### src/rtl/serial_subtractor.sv
// Multi-cycle subtractor: computes a - b - borrow_in K bits per clock, LSB slice first,
// with valid/ready handshakes on the operand and result sides.
module serial_subtractor #(
    parameter int unsigned N = 8,
    parameter int unsigned K = 1
) (
    input  logic         clk,
    input  logic         rst,
    input  logic         in_valid,
    output logic         in_ready,
    input  logic [N-1:0] a,
    input  logic [N-1:0] b,
    input  logic         borrow_in,
    output logic         out_valid,
    input  logic         out_ready,
    output logic [N-1:0] diff,
    output logic         borrow_out,
    output logic         zero,
    output logic         overflow
);

    generate
        if (K == 0 || (N % K) != 0) begin : gen_bad_params
            $error("serial_subtractor: N must be a non-zero multiple of K");
        end
    endgenerate

    localparam int unsigned NSlices = N / K;
    localparam int unsigned CntW    = $clog2(NSlices + 1);
    localparam logic [CntW-1:0] LastCnt = CntW'(NSlices - 1);

    localparam logic [1:0] StIdle = 2'd0;
    localparam logic [1:0] StRun  = 2'd1;
    localparam logic [1:0] StDone = 2'd2;

    logic [1:0]      state_q, state_d;
    logic [N-1:0]    a_q, a_d;
    logic [N-1:0]    b_q, b_d;
    logic            brw_q, brw_d;
    logic [CntW-1:0] cnt_q, cnt_d;
    logic [N-1:0]    acc_q, acc_d;
    logic [N-1:0]    diff_q, diff_d;
    logic            bor_q, bor_d;
    logic            zero_q, zero_d;
    logic            ovf_q, ovf_d;

    logic [K:0]      slice_sub;
    logic [N-1:0]    acc_next;

    // Operands shift right each RUN cycle so the active slice is always at bit 0; results
    // enter the accumulator from the top and are fully aligned after N/K cycles.
    always_comb begin
        slice_sub = {1'b0, a_q[K-1:0]} - {1'b0, b_q[K-1:0]} - (K+1)'(brw_q);
        acc_next  = (acc_q >> K) | (N'(slice_sub[K-1:0]) << (N - K));
    end

    always_comb begin
        state_d = state_q;
        a_d     = a_q;
        b_d     = b_q;
        brw_d   = brw_q;
        cnt_d   = cnt_q;
        acc_d   = acc_q;
        diff_d  = diff_q;
        bor_d   = bor_q;
        zero_d  = zero_q;
        ovf_d   = ovf_q;
        case (state_q)
            StIdle: begin
                if (in_valid) begin
                    a_d     = a;
                    b_d     = b;
                    brw_d   = borrow_in;
                    cnt_d   = '0;
                    acc_d   = '0;
                    state_d = StRun;
                end
            end
            StRun: begin
                a_d   = a_q >> K;
                b_d   = b_q >> K;
                brw_d = slice_sub[K];
                acc_d = acc_next;
                cnt_d = cnt_q + CntW'(1);
                if (cnt_q == LastCnt) begin
                    // On the last slice the operand sign bits sit at bit K-1.
                    diff_d  = acc_next;
                    bor_d   = slice_sub[K];
                    zero_d  = (acc_next == '0);
                    ovf_d   = (a_q[K-1] != b_q[K-1]) && (acc_next[N-1] != a_q[K-1]);
                    state_d = StDone;
                end
            end
            StDone: begin
                if (out_ready) begin
                    state_d = StIdle;
                end
            end
            default: begin
                state_d = StIdle;
            end
        endcase
    end

    always_ff @(posedge clk or posedge rst) begin
        if (rst) begin
            state_q <= StIdle;
            a_q     <= '0;
            b_q     <= '0;
            brw_q   <= 1'b0;
            cnt_q   <= '0;
            acc_q   <= '0;
            diff_q  <= '0;
            bor_q   <= 1'b0;
            zero_q  <= 1'b0;
            ovf_q   <= 1'b0;
        end else begin
            state_q <= state_d;
            a_q     <= a_d;
            b_q     <= b_d;
            brw_q   <= brw_d;
            cnt_q   <= cnt_d;
            acc_q   <= acc_d;
            diff_q  <= diff_d;
            bor_q   <= bor_d;
            zero_q  <= zero_d;
            ovf_q   <= ovf_d;
        end
    end

    assign in_ready   = (state_q == StIdle);
    assign out_valid  = (state_q == StDone);
    assign diff       = diff_q;
    assign borrow_out = bor_q;
    assign zero       = zero_q;
    assign overflow   = ovf_q;

endmodule

### config.mk
export PLATFORM = sky130hd
export DESIGN_NAME = serial_subtractor
export DESIGN_NICKNAME = d
export VERILOG_FILES = /design/src/rtl/serial_subtractor.sv
export SDC_FILE = /design/constraint.sdc
export NUM_CORES = 1
export LEC_CHECK = 0
export BUFFER_PORTS_ARGS = -buffer_cell sky130_fd_sc_hd__buf_2
export CORE_UTILIZATION = 48
export CTS_BUF_LIST = sky130_fd_sc_hd__clkbuf_8 sky130_fd_sc_hd__clkbuf_16
export CTS_CLUSTER_SIZE = 25
export DETAILED_ROUTE_END_ITERATION = 12
export MAX_ROUTING_LAYER = met4
export PLACE_DENSITY_LB_ADDON = 0.2
export SYNTH_ARGS = -nofsm -noshare
export SYNTH_HDL_FRONTEND = slang
export SYNTH_SLANG_ARGS = --single-unit
export TNS_END_PERCENT = 10
### constraint.sdc
create_clock -name clk -period 2.05 [get_ports clk]
set_input_delay 0.41 -clock clk [delete_from_list [all_inputs] [get_ports clk]]
set_output_delay 0.41 -clock clk [all_outputs]
set_load 0.01 [all_outputs]
==> results_dict.tcl <==
set metrics [dict create \
    final.setup.tns_ns 0 \
    synthFlopType "sky130_fd_sc_hd__dfrtp_1" \
    synth_compound_area_frac 0.172 \
    ctsHtreeMaxLevel 2 \
    routed-via-count 1281 \
    power_density_nw_per_um2 1360 \
    synth_largest_area_cell "sky130_fd_sc_hd__dfrtp_1" \
    mappedNetlistNets 181 \
    drv.max_cap_violation_count 0 \
    most-common-layout-cells "sky130_fd_sc_hd__dfrtp_1, sky130_fd_sc_hd__buf_2, sky130_fd_sc_hd__nand2_1" \
    io_buffer_count 33 \
    hold_ws_ns 0.227 \
    row_count 22 \
    worst-r2r-cell-count 3 \
    ctsHoldBuffers 0 \
    die_x_um 63.9 \
    timing_worst_setup_path_type "reg -> reg" \
    floorplan.io_pins 34 \
    layout_commonest_cell "sky130_fd_sc_hd__dfrtp_1" \
    cts_made_buffers 5 \
    syn_to_final_growth_pct 14.8 \
    grt_util_all_layers 0.194 \
    synth-edff-count 0 \
    setup.worst_path.end_class "flop" \
    dominant_combinational_cell_family_by_area_after_synthesis "compound AO/OA/AOI/OAI gates" \
    worst-endpoint-arrival_ns 1.96 \
    cp-start-kind "flop" \
    post_synth_inst_count 158 \
    finalHoldViolations 0 \
    initial_core_util 0.502 \
    period_needed_ns 1.75 \
    grt_antenna_before_repair 0 \
    synth_largest_type_area_fraction 0.558 \
    finalMaxSlewViolations 0 \
    die-height_um 63.9 \
    grt_first_pass_wirelength_mm 5.82 \
    rr_startpoint "state_q[0]" \
    synth-xor-area-share 0 \
    num-nets-final 214 \
    power.ir.vdd_worst_mv 0.559 \
    antenna_cells 0 \
    router_iterations_before_antenna_repair 4 \
    largest_net_degree_at_the_start_of_global_routing 42 \
    first_global_vias 1193 \
    tritoncts "yes" \
    unrepaired_setup_endpoints_after_global_routing "false" \
    global_route.overflow_total 0 \
    filler_cell_count 317 \
    cts_resized 0 \
    design.die.area_um2 4080 \
    detail_route.drc_violations 0 \
    finClkSkew_ns 0.00549 \
    synth_simple_gate_area_share 0.117 \
    viasPerCell 5.34 \
    detail_route.iter0.violations 55 \
    critPathMaxFanout 28 \
    number_of_distinct_standard_cells_referenced_by_the_synthesized_netlist 34 \
    status "complete, no violations" \
    seq_area_frac_synth 0.558 \
    post_synth_mux_area_share 0.0871 \
    clk_pin_slew_ns 0.08 \
    drive_above_1_share 0.297 \
    routedWlPerCell_um 13.8 \
    worst_pin_slew_ns 1.09 \
    max-clock-path-buffers 2 \
    critical_path.reg2reg.endpoint "cnt_q[3]" \
    postSynth.asyncResetShare 1.00 \
    cts.sink_count 41 \
    routed_wl_mm 3.32 \
    antenna_left 0 \
    post_synth_main_area_contributors "sky130_fd_sc_hd__dfrtp_1, sky130_fd_sc_hd__mux2_4, sky130_fd_sc_hd__o21ai_0" \
    post-route-period-util 0.853 \
    core_area_um2 3660 \
    worst-r2r-setup-slack_ns 0.30 \
    achievable-frequency_ghz 0.572 \
    synth.ff_latch_count 41 \
    timing.max_slew.rel_slack 0.273 \
    gp_congestion 0.804 \
    cts_post_setup_buffers_inserted 0 \
    cts.root.buffer_cell "sky130_fd_sc_hd__clkbuf_8" \
    post_synth_fa_ha_maj_area_fraction 0.0177 \
    yosys_warnings 0 \
    setup-violations-final 0 \
    syn_area_per_cell_um2 11.6 \
    hold_class "in -> async" \
    synthesis.area_um2 1840 \
    detailed_place_hpwl_mm 2.30 \
    clock_insertion_delay_worst_skew_ns 0.29 \
    static_leakage_uw 0.00107 \
    worstPathRequired_ns 2.26 \
]
## layer usage
metal / track usage / share of wire / vias to the layer above
met5: - / 0 / -
met3: 0.0536 / 0.043 / 6
met1: 0.262 / 0.49 / 614
met4: 0.0682 / 0.013 / 0
met2: 0.281 / 0.46 / 32
li1: - / - / 629
## through the flow
stage,utilization,setup WS (ns),total power [uW],cell area [um2],instances
CTS,0.577,0.285,2910,2110,240
global route,0.577,0.119,3110,2110,240
detailed placement,0.554,0.126,2410,2030,232
floorplan,-,0.517,2110,1840,158
global placement,0.554,0.257,2350,2030,232
finish,0.577,0.302,2860,2110,240
## cell usage after synthesis, types with 2 or more instances
cell and number:
sky130_fd_sc_hd__a21oi_1 8, sky130_fd_sc_hd__a22o_1 8, sky130_fd_sc_hd__a22oi_1 7, sky130_fd_sc_hd__a32o_1 2
sky130_fd_sc_hd__and3b_1 8, sky130_fd_sc_hd__clkbuf_1 7, sky130_fd_sc_hd__dfrtp_1 41, sky130_fd_sc_hd__inv_1 6
sky130_fd_sc_hd__mux2_2 3, sky130_fd_sc_hd__mux2_4 7, sky130_fd_sc_hd__nand2_1 18, sky130_fd_sc_hd__nand2b_1 2
sky130_fd_sc_hd__nor2_1 3, sky130_fd_sc_hd__nor2b_1 2, sky130_fd_sc_hd__o21ai_0 16, sky130_fd_sc_hd__o22ai_1 2
## worst max-delay path by stage
| stage | endpoint | slack (ns) | cells past startpoint | start |
|---|---|---|---|---|
| floorplan | zero | 0.52 | 4 | a_q[0] |
| global placement | cnt_q[3] | 0.26 | 4 | in_valid |
| detailed placement | cnt_q[3] | 0.13 | 4 | in_valid |
| CTS | cnt_q[3] | 0.29 | 3 | state_q[0] |
| global route | cnt_q[3] | 0.12 | 3 | state_q[0] |
| finish | cnt_q[3] | 0.30 | 3 | state_q[0] |
## worst max-delay path, cell delays in order (launching register included)
cell,delay (ns)
sky130_fd_sc_hd__dfrtp_1,0.41
sky130_fd_sc_hd__o21bai_2,0.87
sky130_fd_sc_hd__inv_1,0.17
sky130_fd_sc_hd__a31oi_1,0.23
## cells by family after synthesis
group	after synthesis
buffers and inverters	17
AOI/OAI and AO/OA	48
muxes	12
and+or+nand+nor	38
DFF	41
adders and majority gates	2
## power breakdown
group          internal (uW)  switching, uW
combinational            523            490
sequential              1130            229
clock                    231            265
## area by class of cell
class / count / area, um2 / area share
timing repair buffer: 37 / 195 / 0.0925
inverter: 6 / 22.5 / 0.0107
multi-input combinational: 100 / 724 / 0.343
clock inverter: 3 / 13.8 / 0.00652
clock buffer: 5 / 68.8 / 0.0326
sequential: 41 / 1030 / 0.486
tap: 48 / 60.1 / 0.0285
## state kept, by name, summed over array words and instances (netlist names)
signal      cells
a_q             8
acc_q           7
b_q             8
borrow_out      1
brw_q           1
cnt_q           4
diff            8
overflow        1
state_q         2
zero            1
Power figures use the tool's default switching activity.
